### src/rtl/neo_frame_sequencer_pkg.sv
// Shared types and constants for the NeoPixel frame sequencer.
package neo_frame_sequencer_pkg;

  localparam int MAX_PIXELS   = 8;
  localparam int MAX_CHANNELS = 4;

  localparam int PIX_W   = 3;
  localparam int CH_W    = 2;
  localparam int LEVEL_W = 8;
  localparam int COUNT_W = 16;

  // Channel ordering as the strand expects it (GRB)
  localparam int CH_G = 0;
  localparam int CH_R = 1;
  localparam int CH_B = 2;

  typedef enum logic [2:0] {
    IDLE,
    LOAD,
    SEND,
    XMIT,
    GAP
  } seq_state_t;

  // True when (pix, ch) addresses the final load of a frame
  function automatic logic is_last_load(input logic [PIX_W-1:0] pix,
                                        input logic [CH_W-1:0]  ch,
                                        input int               num_pixels,
                                        input int               num_channels);
    return (int'(pix) == num_pixels - 1) && (int'(ch) == num_channels - 1);
  endfunction

endpackage

### src/rtl/neo_frame_sequencer_if.sv
// Bus between pattern logic / strand controller and the frame sequencer.
// master: the side that stages levels, requests frames and acts as controller.
// slave : the sequencer itself.
interface neo_frame_sequencer_if;
  import neo_frame_sequencer_pkg::*;

  // Staging write port
  logic               wr_en;
  logic [PIX_W-1:0]   wr_pixel;
  logic [CH_W-1:0]    wr_color;
  logic [LEVEL_W-1:0] wr_level;

  // Frame requests
  logic               start;
  logic               auto_refresh;

  // Strand controller handshake
  logic               ready_to_load;
  logic               ready_to_send;
  logic               load_color;
  logic [PIX_W-1:0]   pixel_index;
  logic [CH_W-1:0]    color_index;
  logic [LEVEL_W-1:0] color_level;
  logic               send_it;

  // Status
  logic               busy;
  logic               frame_done;
  logic [COUNT_W-1:0] frame_count;

  modport master (
    output wr_en, wr_pixel, wr_color, wr_level,
    output start, auto_refresh,
    output ready_to_load, ready_to_send,
    input  load_color, pixel_index, color_index, color_level, send_it,
    input  busy, frame_done, frame_count
  );

  modport slave (
    input  wr_en, wr_pixel, wr_color, wr_level,
    input  start, auto_refresh,
    input  ready_to_load, ready_to_send,
    output load_color, pixel_index, color_index, color_level, send_it,
    output busy, frame_done, frame_count
  );

endinterface

### src/rtl/neo_frame_sequencer_frame_buffer.sv
// Double-buffered level store: a staged copy written by pattern logic and an
// active copy that feeds the frame in flight. A snapshot copies staged into
// active in one cycle; a write landing in the snapshot cycle is bypassed so
// it is part of the new frame.
module neo_frame_buffer
  import neo_frame_sequencer_pkg::*;
#(
  parameter int NUM_PIXELS   = 5,
  parameter int NUM_CHANNELS = 3
) (
  input  logic               clock_i,
  input  logic               reset_i,
  input  logic               wr_en_i,
  input  logic [PIX_W-1:0]   wr_pixel_i,
  input  logic [CH_W-1:0]    wr_color_i,
  input  logic [LEVEL_W-1:0] wr_level_i,
  input  logic               snapshot_i,
  input  logic [PIX_W-1:0]   rd_pixel_i,
  input  logic [CH_W-1:0]    rd_color_i,
  output logic [LEVEL_W-1:0] rd_level_o
);

  logic [LEVEL_W-1:0] staged_q [NUM_PIXELS][NUM_CHANNELS];
  logic [LEVEL_W-1:0] staged_d [NUM_PIXELS][NUM_CHANNELS];
  logic [LEVEL_W-1:0] active_q [NUM_PIXELS][NUM_CHANNELS];
  logic [LEVEL_W-1:0] active_d [NUM_PIXELS][NUM_CHANNELS];

  // Next-state: apply the write (out-of-range addresses match no entry), then
  // snapshot from the post-write staged value so same-cycle writes are kept.
  always_comb begin
    staged_d = staged_q;
    active_d = active_q;
    for (int p = 0; p < NUM_PIXELS; p++) begin
      for (int c = 0; c < NUM_CHANNELS; c++) begin
        if (wr_en_i && (int'(wr_pixel_i) == p) && (int'(wr_color_i) == c)) begin
          staged_d[p][c] = wr_level_i;
        end
        if (snapshot_i) begin
          active_d[p][c] = staged_d[p][c];
        end
      end
    end
  end

  // Storage registers, cleared on reset
  always_ff @(posedge clock_i or posedge reset_i) begin
    if (reset_i) begin
      for (int p = 0; p < NUM_PIXELS; p++) begin
        for (int c = 0; c < NUM_CHANNELS; c++) begin
          staged_q[p][c] <= '0;
          active_q[p][c] <= '0;
        end
      end
    end else begin
      staged_q <= staged_d;
      active_q <= active_d;
    end
  end

  // Combinational read of the active copy by (pixel, channel)
  always_comb begin
    rd_level_o = '0;
    for (int p = 0; p < NUM_PIXELS; p++) begin
      for (int c = 0; c < NUM_CHANNELS; c++) begin
        if ((int'(rd_pixel_i) == p) && (int'(rd_color_i) == c)) begin
          rd_level_o = active_q[p][c];
        end
      end
    end
  end

endmodule

### src/rtl/neo_frame_sequencer.sv
// NeoPixel frame sequencer: snapshots the staged frame, streams one load per
// (pixel, channel) to the strand controller, issues send_it, waits for the
// transmission to finish, holds a refresh gap and then repeats or idles.
module neo_frame_sequencer
  import neo_frame_sequencer_pkg::*;
#(
  parameter int NUM_PIXELS     = 5,
  parameter int NUM_CHANNELS   = 3,
  parameter int REFRESH_CYCLES = 750000
) (
  input logic                  clock,
  input logic                  reset,
  neo_frame_sequencer_if.slave bus
);

  localparam int GAP_W = (REFRESH_CYCLES > 1) ? $clog2(REFRESH_CYCLES) : 1;
  localparam logic [GAP_W-1:0] GAP_LAST = GAP_W'(REFRESH_CYCLES - 1);

  seq_state_t         state_q, state_d;
  logic [PIX_W-1:0]   pix_q, pix_d;
  logic [CH_W-1:0]    ch_q, ch_d;
  logic [GAP_W-1:0]   gap_q, gap_d;
  logic               pend_q, pend_d;
  logic               seen_low_q, seen_low_d;
  logic [COUNT_W-1:0] count_q, count_d;

  logic               snapshot;
  logic               done;
  logic               want_frame;
  logic               in_load;
  logic [LEVEL_W-1:0] rd_level;

  neo_frame_buffer #(
    .NUM_PIXELS   (NUM_PIXELS),
    .NUM_CHANNELS (NUM_CHANNELS)
  ) u_buffer (
    .clock_i    (clock),
    .reset_i    (reset),
    .wr_en_i    (bus.wr_en),
    .wr_pixel_i (bus.wr_pixel),
    .wr_color_i (bus.wr_color),
    .wr_level_i (bus.wr_level),
    .snapshot_i (snapshot),
    .rd_pixel_i (pix_q),
    .rd_color_i (ch_q),
    .rd_level_o (rd_level)
  );

  assign want_frame = bus.start || bus.auto_refresh;
  assign in_load    = (state_q == LOAD);

  // Next-state logic: frame FSM, load index walk, gap timer, pending start
  always_comb begin
    state_d    = state_q;
    pix_d      = pix_q;
    ch_d       = ch_q;
    gap_d      = gap_q;
    seen_low_d = seen_low_q;
    count_d    = count_q;
    snapshot   = 1'b0;
    done       = 1'b0;
    // A start seen while busy is remembered (one bit) and served at gap end
    pend_d     = pend_q || (bus.start && (state_q != IDLE));

    case (state_q)
      IDLE: begin
        if (want_frame) begin
          snapshot = 1'b1;
          pix_d    = '0;
          ch_d     = '0;
          state_d  = LOAD;
        end
      end

      LOAD: begin
        if (bus.ready_to_load) begin
          if (is_last_load(pix_q, ch_q, NUM_PIXELS, NUM_CHANNELS)) begin
            state_d = SEND;
          end else if (int'(ch_q) == NUM_CHANNELS - 1) begin
            ch_d  = '0;
            pix_d = pix_q + PIX_W'(1);
          end else begin
            ch_d = ch_q + CH_W'(1);
          end
        end
      end

      SEND: begin
        if (bus.ready_to_send) begin
          seen_low_d = 1'b0;
          state_d    = XMIT;
        end
      end

      XMIT: begin
        // ready_to_load falls when the controller starts shifting and rises
        // again once the whole strand has been clocked out
        if (!bus.ready_to_load) begin
          seen_low_d = 1'b1;
        end else if (seen_low_q) begin
          done    = 1'b1;
          count_d = count_q + COUNT_W'(1);
          gap_d   = '0;
          state_d = GAP;
        end
      end

      GAP: begin
        if (gap_q == GAP_LAST) begin
          if (want_frame || pend_q) begin
            snapshot = 1'b1;
            pix_d    = '0;
            ch_d     = '0;
            state_d  = LOAD;
          end else begin
            state_d = IDLE;
          end
        end else begin
          gap_d = gap_q + GAP_W'(1);
        end
      end

      default: state_d = IDLE;
    endcase

    if (snapshot) begin
      pend_d = 1'b0;
    end
  end

  // State and counter registers
  always_ff @(posedge clock or posedge reset) begin
    if (reset) begin
      state_q    <= IDLE;
      pix_q      <= '0;
      ch_q       <= '0;
      gap_q      <= '0;
      pend_q     <= 1'b0;
      seen_low_q <= 1'b0;
      count_q    <= '0;
    end else begin
      state_q    <= state_d;
      pix_q      <= pix_d;
      ch_q       <= ch_d;
      gap_q      <= gap_d;
      pend_q     <= pend_d;
      seen_low_q <= seen_low_d;
      count_q    <= count_d;
    end
  end

  // Load fields are forced to zero outside LOAD so the controller only ever
  // sees meaningful index/level values alongside the strobe.
  assign bus.load_color  = in_load;
  assign bus.pixel_index = in_load ? pix_q : '0;
  assign bus.color_index = in_load ? ch_q : '0;
  assign bus.color_level = in_load ? rd_level : '0;
  assign bus.send_it     = (state_q == SEND);
  assign bus.busy        = (state_q != IDLE);
  assign bus.frame_done  = done;
  assign bus.frame_count = count_q;

endmodule
### src/flat_wrapper.sv
// flat-port wrapper written by rule: the top's interface ports become plain ports
module neo_frame_sequencer_flat import neo_frame_sequencer_pkg::*;
#(
  parameter int NUM_PIXELS     = 5,
  parameter int NUM_CHANNELS   = 3,
  parameter int REFRESH_CYCLES = 750000
)
  (clock, reset, bus_wr_en, bus_wr_pixel, bus_wr_color, bus_wr_level, bus_start, bus_auto_refresh, bus_ready_to_load, bus_ready_to_send, bus_load_color, bus_pixel_index, bus_color_index, bus_color_level, bus_send_it, bus_busy, bus_frame_done, bus_frame_count);
  neo_frame_sequencer_if bus_i ();
  input logic clock;
  input logic reset;
  input wire logic [$bits(bus_i.wr_en)-1:0] bus_wr_en;
  input wire logic [$bits(bus_i.wr_pixel)-1:0] bus_wr_pixel;
  input wire logic [$bits(bus_i.wr_color)-1:0] bus_wr_color;
  input wire logic [$bits(bus_i.wr_level)-1:0] bus_wr_level;
  input wire logic [$bits(bus_i.start)-1:0] bus_start;
  input wire logic [$bits(bus_i.auto_refresh)-1:0] bus_auto_refresh;
  input wire logic [$bits(bus_i.ready_to_load)-1:0] bus_ready_to_load;
  input wire logic [$bits(bus_i.ready_to_send)-1:0] bus_ready_to_send;
  output wire logic [$bits(bus_i.load_color)-1:0] bus_load_color;
  output wire logic [$bits(bus_i.pixel_index)-1:0] bus_pixel_index;
  output wire logic [$bits(bus_i.color_index)-1:0] bus_color_index;
  output wire logic [$bits(bus_i.color_level)-1:0] bus_color_level;
  output wire logic [$bits(bus_i.send_it)-1:0] bus_send_it;
  output wire logic [$bits(bus_i.busy)-1:0] bus_busy;
  output wire logic [$bits(bus_i.frame_done)-1:0] bus_frame_done;
  output wire logic [$bits(bus_i.frame_count)-1:0] bus_frame_count;
  assign bus_i.wr_en = bus_wr_en;
  assign bus_i.wr_pixel = bus_wr_pixel;
  assign bus_i.wr_color = bus_wr_color;
  assign bus_i.wr_level = bus_wr_level;
  assign bus_i.start = bus_start;
  assign bus_i.auto_refresh = bus_auto_refresh;
  assign bus_i.ready_to_load = bus_ready_to_load;
  assign bus_i.ready_to_send = bus_ready_to_send;
  assign bus_load_color = bus_i.load_color;
  assign bus_pixel_index = bus_i.pixel_index;
  assign bus_color_index = bus_i.color_index;
  assign bus_color_level = bus_i.color_level;
  assign bus_send_it = bus_i.send_it;
  assign bus_busy = bus_i.busy;
  assign bus_frame_done = bus_i.frame_done;
  assign bus_frame_count = bus_i.frame_count;
  neo_frame_sequencer #(.NUM_PIXELS(NUM_PIXELS), .NUM_CHANNELS(NUM_CHANNELS), .REFRESH_CYCLES(REFRESH_CYCLES)) u_core (.clock(clock), .reset(reset), .bus(bus_i));
endmodule
### config.mk
export PLATFORM = sky130hd
export DESIGN_NAME = neo_frame_sequencer_flat
export DESIGN_NICKNAME = d
export VERILOG_FILES = /design/src/rtl/neo_frame_sequencer_pkg.sv /design/src/rtl/neo_frame_sequencer_if.sv /design/src/rtl/neo_frame_sequencer_frame_buffer.sv /design/src/rtl/neo_frame_sequencer.sv /design/src/flat_wrapper.sv
export SDC_FILE = /design/constraint.sdc
export NUM_CORES = 1
export LEC_CHECK = 0
export ABC_CLOCK_PERIOD_IN_PS = 10580
export BUFFER_PORTS_ARGS = -buffer_cell sky130_fd_sc_hd__buf_4
export CAP_MARGIN = 20
export CORE_ASPECT_RATIO = 1.4
export CORE_UTILIZATION = 38
export DETAILED_ROUTE_END_ITERATION = 10
export HOLD_SLACK_MARGIN = 0.06
export MAX_ROUTING_LAYER = met4
export PLACE_DENSITY = 0.58
export SYNTH_ARGS = -nofsm -noshare
export SYNTH_HDL_FRONTEND = slang
export SYNTH_HIERARCHICAL = 1
export SYNTH_SLANG_ARGS = --single-unit
### constraint.sdc
create_clock -name clock -period 10.58 [get_ports clock]
set_input_delay 1.587 -clock clock [delete_from_list [all_inputs] [get_ports clock]]
set_output_delay 1.587 -clock clock [all_outputs]
set_load 0.02 [all_outputs]
==> results of run 1 <==
## cells by family after synthesis
group | after synthesis | share of synthesized area (%)
multiplexers | 254 | 21.9
AO/OA/AOI/OAI | 157 | 8.08
AND/OR/NAND/NOR | 243 | 10.5
flip-flops | 286 | 55.2
XOR/XNOR | 18 | 1.22
adder cells (fa/ha/maj) | 4 | 0.386
buffers and inverters | 78 | 2.71
## per-stage QoR
stage | utilization [%] | worst slack (ps)
finish | 44.3 | 5680
CTS | 44.2 | 5670
floorplan | - | 2400
detailed placement | 41.0 | 6230
global placement | 41.0 | 6250
global route | 44.3 | 5440
## registers in the layout, summed over array words and instances, names as in the netlist
register and flops:
u_core/bus.frame_count 16, u_core/ch_q 2, u_core/gap_q 20, u_core/pend_q 1, u_core/pix_q 3, u_core/seen_low_q 1, u_core/state_q 3, u_core/u_buffer/active_q 120
u_core/u_buffer/staged_q 120
## cell type report
cell class / count / area, um2
Fill cell: 3143 / 18600
Tap cell: 445 / 557
Inverter: 15 / 63.8
Timing Repair Buffer: 63 / 489
Clock buffer: 37 / 818
Multi-Input combinational cell: 676 / 5480
Clock inverter: 19 / 246
Sequential cell: 286 / 7160
## critical path: cells and delay by family (launching register included)
| kind | cells | cell delay, ps |
|---|---|---|
| AOI/OAI and AO/OA | 3 | 550 |
| and+or+nand+nor | 3 | 830 |
| buffers and inverters | 2 | 580 |
| DFF | 1 | 790 |
## placed cells by master (no fill, tap or decap), types with 16 or more instances in the layout
cell       count
a21oi_1       24
nor2_1        39
dfrtp_1      285
and2_1        16
clkbuf_16     31
nand3_1       25
o21ai_0       42
mux2_2       236
buf_4         61
nand2_1       52
## metal layers
layer  up-vias  share of wire [%]  track usage (%)
met3        45                4.1             2.49
met2       219                 53             35.0
li1       3835                  -                -
met5         -                  0                -
met1      4320                 41             23.4
met4         0                2.5             6.19
## power groups by stage
stage               logic [mW]  registers, mW  clock network [mW]
detailed placement        1.09           1.75                   0
CTS                       1.09           1.74                1.15
global placement          1.06           1.75                   0
global route              1.19           1.78                1.19
floorplan                0.875           1.61                   0
finish                    1.09           1.73                1.12
## synthesized netlist by cell type (8+ instances only)
| cell type | count | area, um2 |
|---|---|---|
| a21oi_1 | 24 | 120 |
| and2_1 | 16 | 100 |
| and3_1 | 9 | 56.3 |
| buf_1 | 9 | 33.8 |
| buf_2 | 20 | 100 |
| clkbuf_1 | 29 | 109 |
| dfrtp_1 | 286 | 7160 |
| inv_1 | 15 | 56.3 |
| mux2_1 | 8 | 90.1 |
| mux2_2 | 236 | 2660 |
| mux2i_1 | 10 | 100 |
| nand2_1 | 52 | 195 |
| nand2b_1 | 12 | 75.1 |
| nand3_1 | 25 | 125 |
| nand4_1 | 13 | 81.3 |
| nor2_1 | 40 | 150 |
| nor2b_1 | 15 | 93.8 |
| nor3_1 | 11 | 55.1 |
| o21ai_0 | 42 | 210 |
| o22ai_1 | 11 | 68.8 |
| xnor2_1 | 11 | 96.3 |
## path summary, 6_finish.rpt
| kind | from | endpoint | slack (ps) | cells past startpoint |
|---|---|---|---|---|
| hold reg to reg | u_core/bus.frame_count[15]$_DFFE_PP0P_ | u_core/bus.frame_count[15]$_DFFE_PP0P_ | 480 | 1 |
| setup reg to reg | u_core/gap_q[0]$_DFFE_PP0P_ | u_core/u_buffer/active_q[7]$_DFFE_PP0P_ | 6610 | 9 |
| min in group asynchronous | reset | u_core/gap_q[5]$_DFFE_PP0P_ | 1070 | 2 |
| max in group asynchronous | reset | u_core/u_buffer/staged_q[43]$_DFF_PP0_ | 7980 | 3 |
| hold / removal | u_core/bus.frame_count[15]$_DFFE_PP0P_ | u_core/bus.frame_count[15]$_DFFE_PP0P_ | 480 | 1 |
| setup / recovery | u_core/pix_q[0]$_DFFE_PP0P_ | bus_color_level[6] | 5680 | 8 |
==> results.md, run 1 <==
- Crit path max fanout: 27
- Post-synth top flop: dfrtp_1
- H-tree Lvls: 1
- # Post-CTS Setup Buffers: 0
- Psw: 1.25 mW
- Via count: around 8,400
- Initial Utilization: 38.8%
- Hold WS: 476 ps
- Clock power share: about 28%
- Row Count: 79
- Drt pass-1 iters: 5
- Delay of the slowest critical-path stage: 790 ps
- # IOs: 53
- Finished Layout Cells: 1,541
- CTS resizes: 0
- Yosys reg bits: 286
- Final setup fails: 0
- Clock skew: 12.0 ps
- Setup TNS: 0 ps
- RSZ-0062 raised after global routing: false
- Sequential Power Share: between 40% and 50%
- Final nets: 1,096
- Placed insts: about 1,500
- Sw frac: a little under a third
- DRC viols: 0
- Post-DP Area: ~14,000 um2
- Post-route ant nets: 0
- Post-synth cell types: 75
- Longest Clk Path Bufs: 3
- Hold buffer count at CTS: 0
- Final Max Slew Viols: 0
- GRT overflow: 0
- Port buffer count: 52
- Synthesized instance count: 1,040
- Chip width: about 160 um
- CTS sink cnt: 286
- CP endpoint kind: output port
- Ys async rst share: 100%
- Clk root buf: clkbuf_16
- Final Hold Vio Count: 0
- Clk_lat worst skew: around 560 ps
- Critical-path cell list: buf_4 > and3b_1 > nand3b_1 > a32o_1 > a32oi_1 > o21ai_0 > and2_1 > buf_4
- CP startpoint kind: register
- Post-DR vias/cell: around 5.5
- CTS tree: yes
- CP most frequent cell: buf_4
- Die height: between 200 and 250 um
- Total power: 3.94 mW
- Initial antenna violation count: 0
- CP required: about 9000 ps
- Placer's final routability congestion estimate: 0.882
- Power Dens Cells: 266 nW/um2
- Synthesis-to-finish area growth: 14.2%
- Max stage delay cell, worst path: dfrtp_1
- Mapped cell area: around 13,000 um2
- Clock slew at reported path FFs: 60 ps
- Number of enable flip-flop cells after synthesis: 0
- F_max: 204 MHz
- Overall routed net length: 32,300 um
- Total nets after synthesis: 1,064
- P_int: 2.69 mW
- Core box area: approximately 33,000 um2
- Ant diodes: 0
- Share of cells above drive strength 1: about 34%
- Die area: ~35,000 um2
- Pin count of the biggest net entering global routing: 130
- Max VDD drop: 0.000150 V
- Global-route wire length before repair: 50,800 um
- Routed length per instance: 21.0 um
- GRT Total Usage: 19.9%
- Tmin final: 4900 ps
- Data arrival time of the worst path: 3320 ps
- Number of global-route vias before repair: 8,552
- Worst slew margin: 27.3%
- Syn Area/Cell: 12.5 um2
- Finished Cell Area: 14,800 um2
- Maxcap violations: 0
- Crit share post-route: 46.3%
- Slew @ Worst Pin: about 1100 ps
- Register area share after synthesis: 55.2%
- Number of synthesis warnings: 6
- Cts bufs inserted: 30
- DR iter-0 viols: 471
- Critical path type: reg2out
- Outcome: finished clean
- Hold Crit Class: reg2reg
- DP HPWL: about 22,000 um
- Pleak: about 6.6 nW
- Combinational fraction of design power: 27.7%
Power figures use the tool's default switching activity.
==> inputs of run 2 (changes only) <==
Settings changed: ABC_AREA set to 1, ABC_CLOCK_PERIOD_IN_PS 10580 to 4150, PLACE_DENSITY 0.58 to 0.6.
Clock period 10.58 ns to 4.15 ns, I/O delays scaled along.
==> results.md, run 2 <==
- Routed length per instance: 17.0 um (-19%)
- Pre-CTS setup slack: 963 ps (-5270 ps)
- Via count: 9,402 (+12%)
- Synth top area share: 56.3% (+1.2 points)
- Final Max Slew Viols: 0 (unchanged)
- DR iter-0 viols: 734 (+56%)
- Port buffer count: 52 (unchanged)
- Setup ws final: 347 ps (-5330 ps)
- CTS tree: yes
- Final Hold Vio Count: 0 (unchanged)
- Largest area contributor in the netlist: dfrtp_1
- Initial antenna violation count: 0 (unchanged)
- Clk root buf: clkbuf_16
- CTS resizes: 0 (unchanged)
- Register area share after synthesis: 56.3% (+1.2 points)
- F_max: roughly 260 MHz
- Synthesized instance count: 1,361 (+31%)
- Overall routed net length: 31,700 um (-1.9%)
- Number of synthesis warnings: 6 (unchanged)
- Max VDD drop: 0.000299 V (+100%)
- Sw frac: 23.2% (-8.6 points)
- Clk_lat worst skew: 550 ps (about the same)
- Commonest cells post-synth: nand2_1 (347), dfrtp_1 (286), nor2_1 (139), o21ai_0 (121), inv_1 (101)
- Placer's final routability congestion estimate: 0.942 (+6.8%)
- Crit share post-route: 91.6%
- DP HPWL: 21,100 um (-2.0%)
- CP startpoint: u_core/pix_q[0]$_DFFE_PP0P_
- CTS sink cnt: 286 (unchanged)
- Ant diodes: 0 (unchanged)
- Top flop regs: u_core/u_buffer/active_q: 120 flops, u_core/u_buffer/staged_q: 120 flops, u_core/gap_q: 20 flops
- Drt pass-1 iters: 5 (unchanged)
- Sequential Power Share: 51.0% (+7.1 points)
- # IOs: 53 (unchanged)
- Synthesis-to-finish area growth: 13.8%
- Synth area leaders: dfrtp_1 (56%), nand2_1 (10%), mux2_2 (8.8%), o21ai_0 (4.8%), nor2_1 (4.1%)
- Final setup fails: 0 (unchanged)
- Longest Clk Path Bufs: 3 (unchanged)
- Total power: 6.08 mW (+54%)
- P_int: 4.67 mW (+74%)
- Hold WS: 257 ps (-219 ps)
- Die area: 34,200 um2 (-2.0%)
- Pleak: 6.80 nW (+2.4%)
- Post-synth cell types: 34 (-55%)
- Chip width: 157 um (-1.0%)
- Worst slew margin: 40.8% (+14 points)
- Mapped cell area: 12,700 um2 (-2.1%)
- Number of enable flip-flop cells after synthesis: 0 (unchanged)
- Row Count: 78 (-1.3%)
- Die height: 218 um (-1.0%)
- Cts bufs inserted: 29 (-3.3%)
- Final core occ: 44.2% (-0.094 points)
- CP startpoint kind: register
- Power Dens Cells: 420 nW/um2 (+58%)
- RSZ-0062 raised after global routing: false
- Combinational fraction of design power: 6.7% (-21 points)
- Post-synth top flop: dfrtp_1
- Placed insts: 1,808 (+22%)
- Clock power share: 42.3% (+14 points)
- Finished Layout Cells: 1,861 (+21%)
- Commonest non-fill, non-tap cells in the layout: nand2_1 (347), dfrtp_1 (286), nor2_1 (139), o21ai_0 (120)
- Tmin final: 3800 ps
- CP required: 3530 ps (-5460 ps)
- Setup TNS: 0 ps (unchanged)
- Finished Cell Area: 14,500 um2 (-2.3%)
- Global-route wire length before repair: 51,500 um (+1.3%)
- RR Startpoint: u_core/state_q[0]$_DFFE_PP0P_
- Data arrival time of the worst path: 3180 ps (-140 ps)
- Final nets: 1,425 (+30%)
- GRT overflow: 0 (unchanged)
- Worst min-delay path startpoint: bus_ready_to_send
- H-tree Lvls: 1 (unchanged)
- Share of cells above drive strength 1: 16.5% (-18 points)
- Most common cell after layout, fill and taps aside: nand2_1
- Most numerous cell in the Yosys netlist: nand2_1
- Number of global-route vias before repair: 9,386 (+9.8%)
- Total nets after synthesis: 1,385 (+30%)
- Hold Crit Class: in2reg
- Outcome: finished clean
- R2R setup slack: 1500 ps (-5110 ps)
- Core box area: 32,700 um2 (-2.1%)
- Post-DP Area: 13,500 um2 (-1.6%)
- Psw: 1.41 mW (+13%)
- GRT Total Usage: 20.1% (+0.20 points)
- Pin count of the biggest net entering global routing: 143 (+10%)
- Post-DR vias/cell: 5.05 (-7.5%)
- CP endpoint kind: output port
- Clock slew at reported path FFs: 60 ps (about the same)
- Clock skew: 9.02 ps (-2.94 ps)
- Post-route ant nets: 0 (unchanged)
- DRC viols: 0 (unchanged)
- Slew @ Worst Pin: 884 ps (-207 ps)
- Initial Utilization: 38.9% (about the same)
- Crit path max fanout: 14 (-48%)
- Yosys reg bits: 286 (unchanged)
- Ys async rst share: 100% (unchanged)
- Critical path type: reg2out
- Maxcap violations: 0 (unchanged)
- Syn Area/Cell: 9.34 um2 (-25%)
==> run 2: path summary, 6_finish.rpt <==
path                       cells past startpoint                                   endpoint
max in group asynchronous                      4  u_core/u_buffer/active_q[112]$_DFFE_PP0P_
setup reg to reg                               7    u_core/u_buffer/active_q[8]$_DFFE_PP0P_
setup / recovery                              13                         bus_color_level[0]
hold reg to reg                                2     u_core/u_buffer/staged_q[26]$_DFF_PP0_
min in group asynchronous                      3               u_core/gap_q[17]$_DFFE_PP0P_
hold / removal                                 2              u_core/seen_low_q$_DFFE_PP0P_
==> run 2: final cells by class <==
cell class,instances,area [um2]
Fill cell,3162,18200
Timing Repair Buffer,60,503
Tap cell,440,551
Clock buffer,45,876
Sequential cell,286,7160
Multi-Input combinational cell,917,4910
Clock inverter,6,63.8
Inverter,107,405
==> run 2: logic make-up (layout without fill, tap and decap cells) <==
group,Yosys count,in the layout,synth area share (%)
simple gates,609,609,20.5
flops,286,286,56.3
compound gates,184,184,7.45
buf+inv,158,218,5.14
mux,99,99,8.77
xor+xnor,21,21,1.45
fa+ha+maj,4,4,0.394
==> run 2: power groups by stage <==
stage | Combinational [mW] | Sequential, mW | Clock, mW
finish | 0.406 | 3.10 | 2.57
global route | 0.481 | 3.12 | 2.76
CTS | 0.408 | 3.10 | 2.64
detailed placement | 0.406 | 3.15 | 0
global placement | 0.388 | 3.14 | 0
floorplan | 0.291 | 3.13 | 0
==> run 2: layer usage <==
metal  vias to the layer above  share of wire (%)  track usage, %
met4                         0                4.0            8.40
met3                        56                4.3            2.68
li1                       4536                  -               -
met5                         -                  0               -
met2                       224                 51            35.1
met1                      4586                 41            23.0
==> run 2: what timing repair did <==
action / in CTS / in global routing
setup buffers: 0 / 0
hold buffers: 0 / 1
hold endpoints to repair: 0 / 4
==> run 2: worst max-delay path: stages, from the launching register on <==
cell	delay, ps
dfrtp_1	480
inv_1	340
nand3_1	230
nor2_1	580
inv_1	140
o21ai_0	110
inv_1	60
nand2_1	90
nand4_1	100
nand2_1	120
nand4_1	90
inv_1	60
nor2_1	40
buf_4	160
==> inputs of run 3 (changes only) <==
Settings changed: CORE_UTILIZATION 38 to 45, PLACE_DENSITY 0.6 to 0.69.
==> results.md, run 3 (synthesis results as in run 2) <==
- Outcome: finished clean
- Row Count: 72 (-7.7%)
- Buffers and inverters on the worst path: 5 (unchanged)
- Drt pass-1 iters: 5 (unchanged)
- Final nets: 1,423 (-0.14%)
- Total power: 6.01 mW (-1.0%)
- Placed insts: 1,737 (-3.9%)
- Fill count: 2,535 (-20%)
- CTS tree: yes
- Placer's final routability congestion estimate: 0.939 (-0.30%)
- Final setup fails: 0 (unchanged)
- Tmin final: 3690 ps (-114 ps)
- DRC viols: 0 (unchanged)
- Pin count of the biggest net entering global routing: 143 (unchanged)
- CP most frequent cell: inv_1
- CTS sink cnt: 286 (unchanged)
- Clk root buf: clkbuf_16
- Routed length per instance: 16.9 um (-0.68%)
- Die area: 28,900 um2 (-15%)
- Clock skew: 33.1 ps (+24.1 ps)
- Commonest non-fill, non-tap cells in the layout: nand2_1 (347), dfrtp_1 (286), nor2_1 (139), o21ai_0 (120)
- Final Hold Vio Count: 0 (unchanged)
- Delay-heaviest family, CP: simple AND/OR/NAND/NOR gates
- CP endpoint kind: output port
- CP startpoint kind: register
- Die height: 201 um (-8.0%)
- Crit share post-route: 88.9% (-2.7 points)
- Ant diodes: 0 (unchanged)
- Cts bufs inserted: 29 (unchanged)
- Port buffer count: 52 (unchanged)
- H-tree Lvls: 1 (unchanged)
- DR iter-0 viols: 601 (-18%)
- Longest Clk Path Bufs: 3 (unchanged)
- Synthesis-to-finish area growth: 12.9%
- Delay of the slowest critical-path stage: 480 ps (-100 ps)
- Slew @ Worst Pin: 915 ps (+31.3 ps)
- RSZ-0062 raised after global routing: false
- Post-DR vias/cell: 5.26 (+4.2%)
- GRT overflow: 0 (unchanged)
- Maxcap violations: 0 (unchanged)
- F_max: 271 MHz (+3.1%)
- Critical-path cell list: inv_1 > nand3_1 > nor2_1 > inv_1 > o21ai_0 > inv_1 > nand2_1 > nand4_1 > nor2_1 > nand4_1 > inv_1 > nor2_1 > buf_4
- Via count: 9,408 (+0.064%)
- # IOs: 53 (unchanged)
- Post-route ant nets: 0 (unchanged)
- CTS resizes: 0 (unchanged)
- Pre-CTS setup slack: 1040 ps (+80.6 ps)
- Setup ws final: 461 ps (+114 ps)
- Pleak: 6.78 nW (-0.18%)
- Max stage delay cell, worst path: dfrtp_1
- Crit path max fanout: 14 (unchanged)
- Initial antenna violation count: 0 (unchanged)
- Max VDD drop: 0.000311 V (+4.0%)
- Global-route wire length before repair: 49,300 um (-4.2%)
- Power Dens Cells: 419 nW/um2 (-0.19%)
- Clk_lat worst skew: 570 ps (+20 ps)
- Hold WS: 56.0 ps (-201 ps)
- Hold Crit Class: in2async
- Hold buffer count at CTS: 0 (unchanged)
- Clock slew at reported path FFs: 60 ps (about the same)
- Critical path type: reg2out
- Data arrival time of the worst path: 3070 ps (-110 ps)
- Number of global-route vias before repair: 9,382 (-0.043%)
- Share of cells above drive strength 1: 16.4% (-0.094 points)
- Finished Layout Cells: 1,787 (-4.0%)
- Chip width: 144 um (-8.0%)
- Core box area: 27,700 um2 (-15%)
- GRT Total Usage: 22.6% (+2.5 points)
- Final Max Slew Viols: 0 (unchanged)
- Overall routed net length: 30,300 um (-4.6%)
- Most common cell after layout, fill and taps aside: nand2_1
- Initial Utilization: 45.9% (+7.1 points)
- CP required: 3530 ps (about the same)
- Setup TNS: 0 ps (unchanged)
- Top flop regs: u_core/u_buffer/active_q: 120 flops, u_core/u_buffer/staged_q: 120 flops, u_core/gap_q: 20 flops
- # Post-CTS Setup Buffers: 0 (unchanged)
- Worst slew margin: 38.8% (-2.0 points)
- DP HPWL: 19,900 um (-5.7%)
run 3: cell types whose count changed in the layout (fill, tap and decap cells not counted), sizes merged:
cell / before / now
dlygate4sd3: 1 / 0
buf: 59 / 58
bufinv: 1 / 0
clkinvlp: 3 / 2
run 3: final timing paths:
| kind | from | end | slack, ps | cells past startpoint |
|---|---|---|---|---|
| worst min-delay path | reset | u_core/gap_q[3]$_DFFE_PP0P_ | 60 | 2 |
| min in group clock | bus_ready_to_send | u_core/seen_low_q$_DFFE_PP0P_ | 230 | 2 |
| worst max-delay path | u_core/pix_q[0]$_DFFE_PP0P_ | bus_color_level[7] | 460 | 13 |
| worst min register to register | u_core/u_buffer/staged_q[102]$_DFF_PP0_ | u_core/u_buffer/staged_q[102]$_DFF_PP0_ | 490 | 2 |
| max in group asynchronous | reset | u_core/u_buffer/staged_q[81]$_DFF_PP0_ | 3330 | 3 |
| worst max register to register | u_core/state_q[0]$_DFFE_PP0P_ | u_core/u_buffer/active_q[74]$_DFFE_PP0P_ | 1450 | 7 |
run 3: area by class of cell:
type	count	area [um2]	area share (%)
sequential	286	7160	49.9
multi-input combinational	917	4910	34.2
clock buffer	45	886	6.18
timing repair buffer	58	485	3.38
tap	370	463	3.23
inverter	107	405	2.83
clock inverter	4	37.5	0.262
run 3: power breakdown:
part | leakage (nW) | internal [mW] | switching [mW]
Combinational | 2.59 | 0.132 | 0.277
Clock | 0.454 | 1.46 | 1.05
Sequential | 3.74 | 3.03 | 0.0691
run 3: worst reg2reg max path: stages (launching register included):
cell     delay (ps)
dfrtp_1         430
inv_1           100
nand2_2         110
nor2_4          410
nand4_1         230
o21ai_4         190
buf_12          550
mux2_2          540
run 3: routing by layer:
layer  wire (um)  track usage (%)  part of all wire, %
met1       12500             27.4                   41
met3        1060             2.39                  3.5
met2       15700             38.7                   52
met4         988             7.94                  3.3
met5           0                -                    0
run 3: per-stage QoR:
stage	utilization [%]	instance area [um2]
after detailed placement	48.4	13400
final	51.9	14300
after CTS	51.8	14300
after floorplan	-	12700
after global placement	48.4	13400
after global routing	51.9	14300
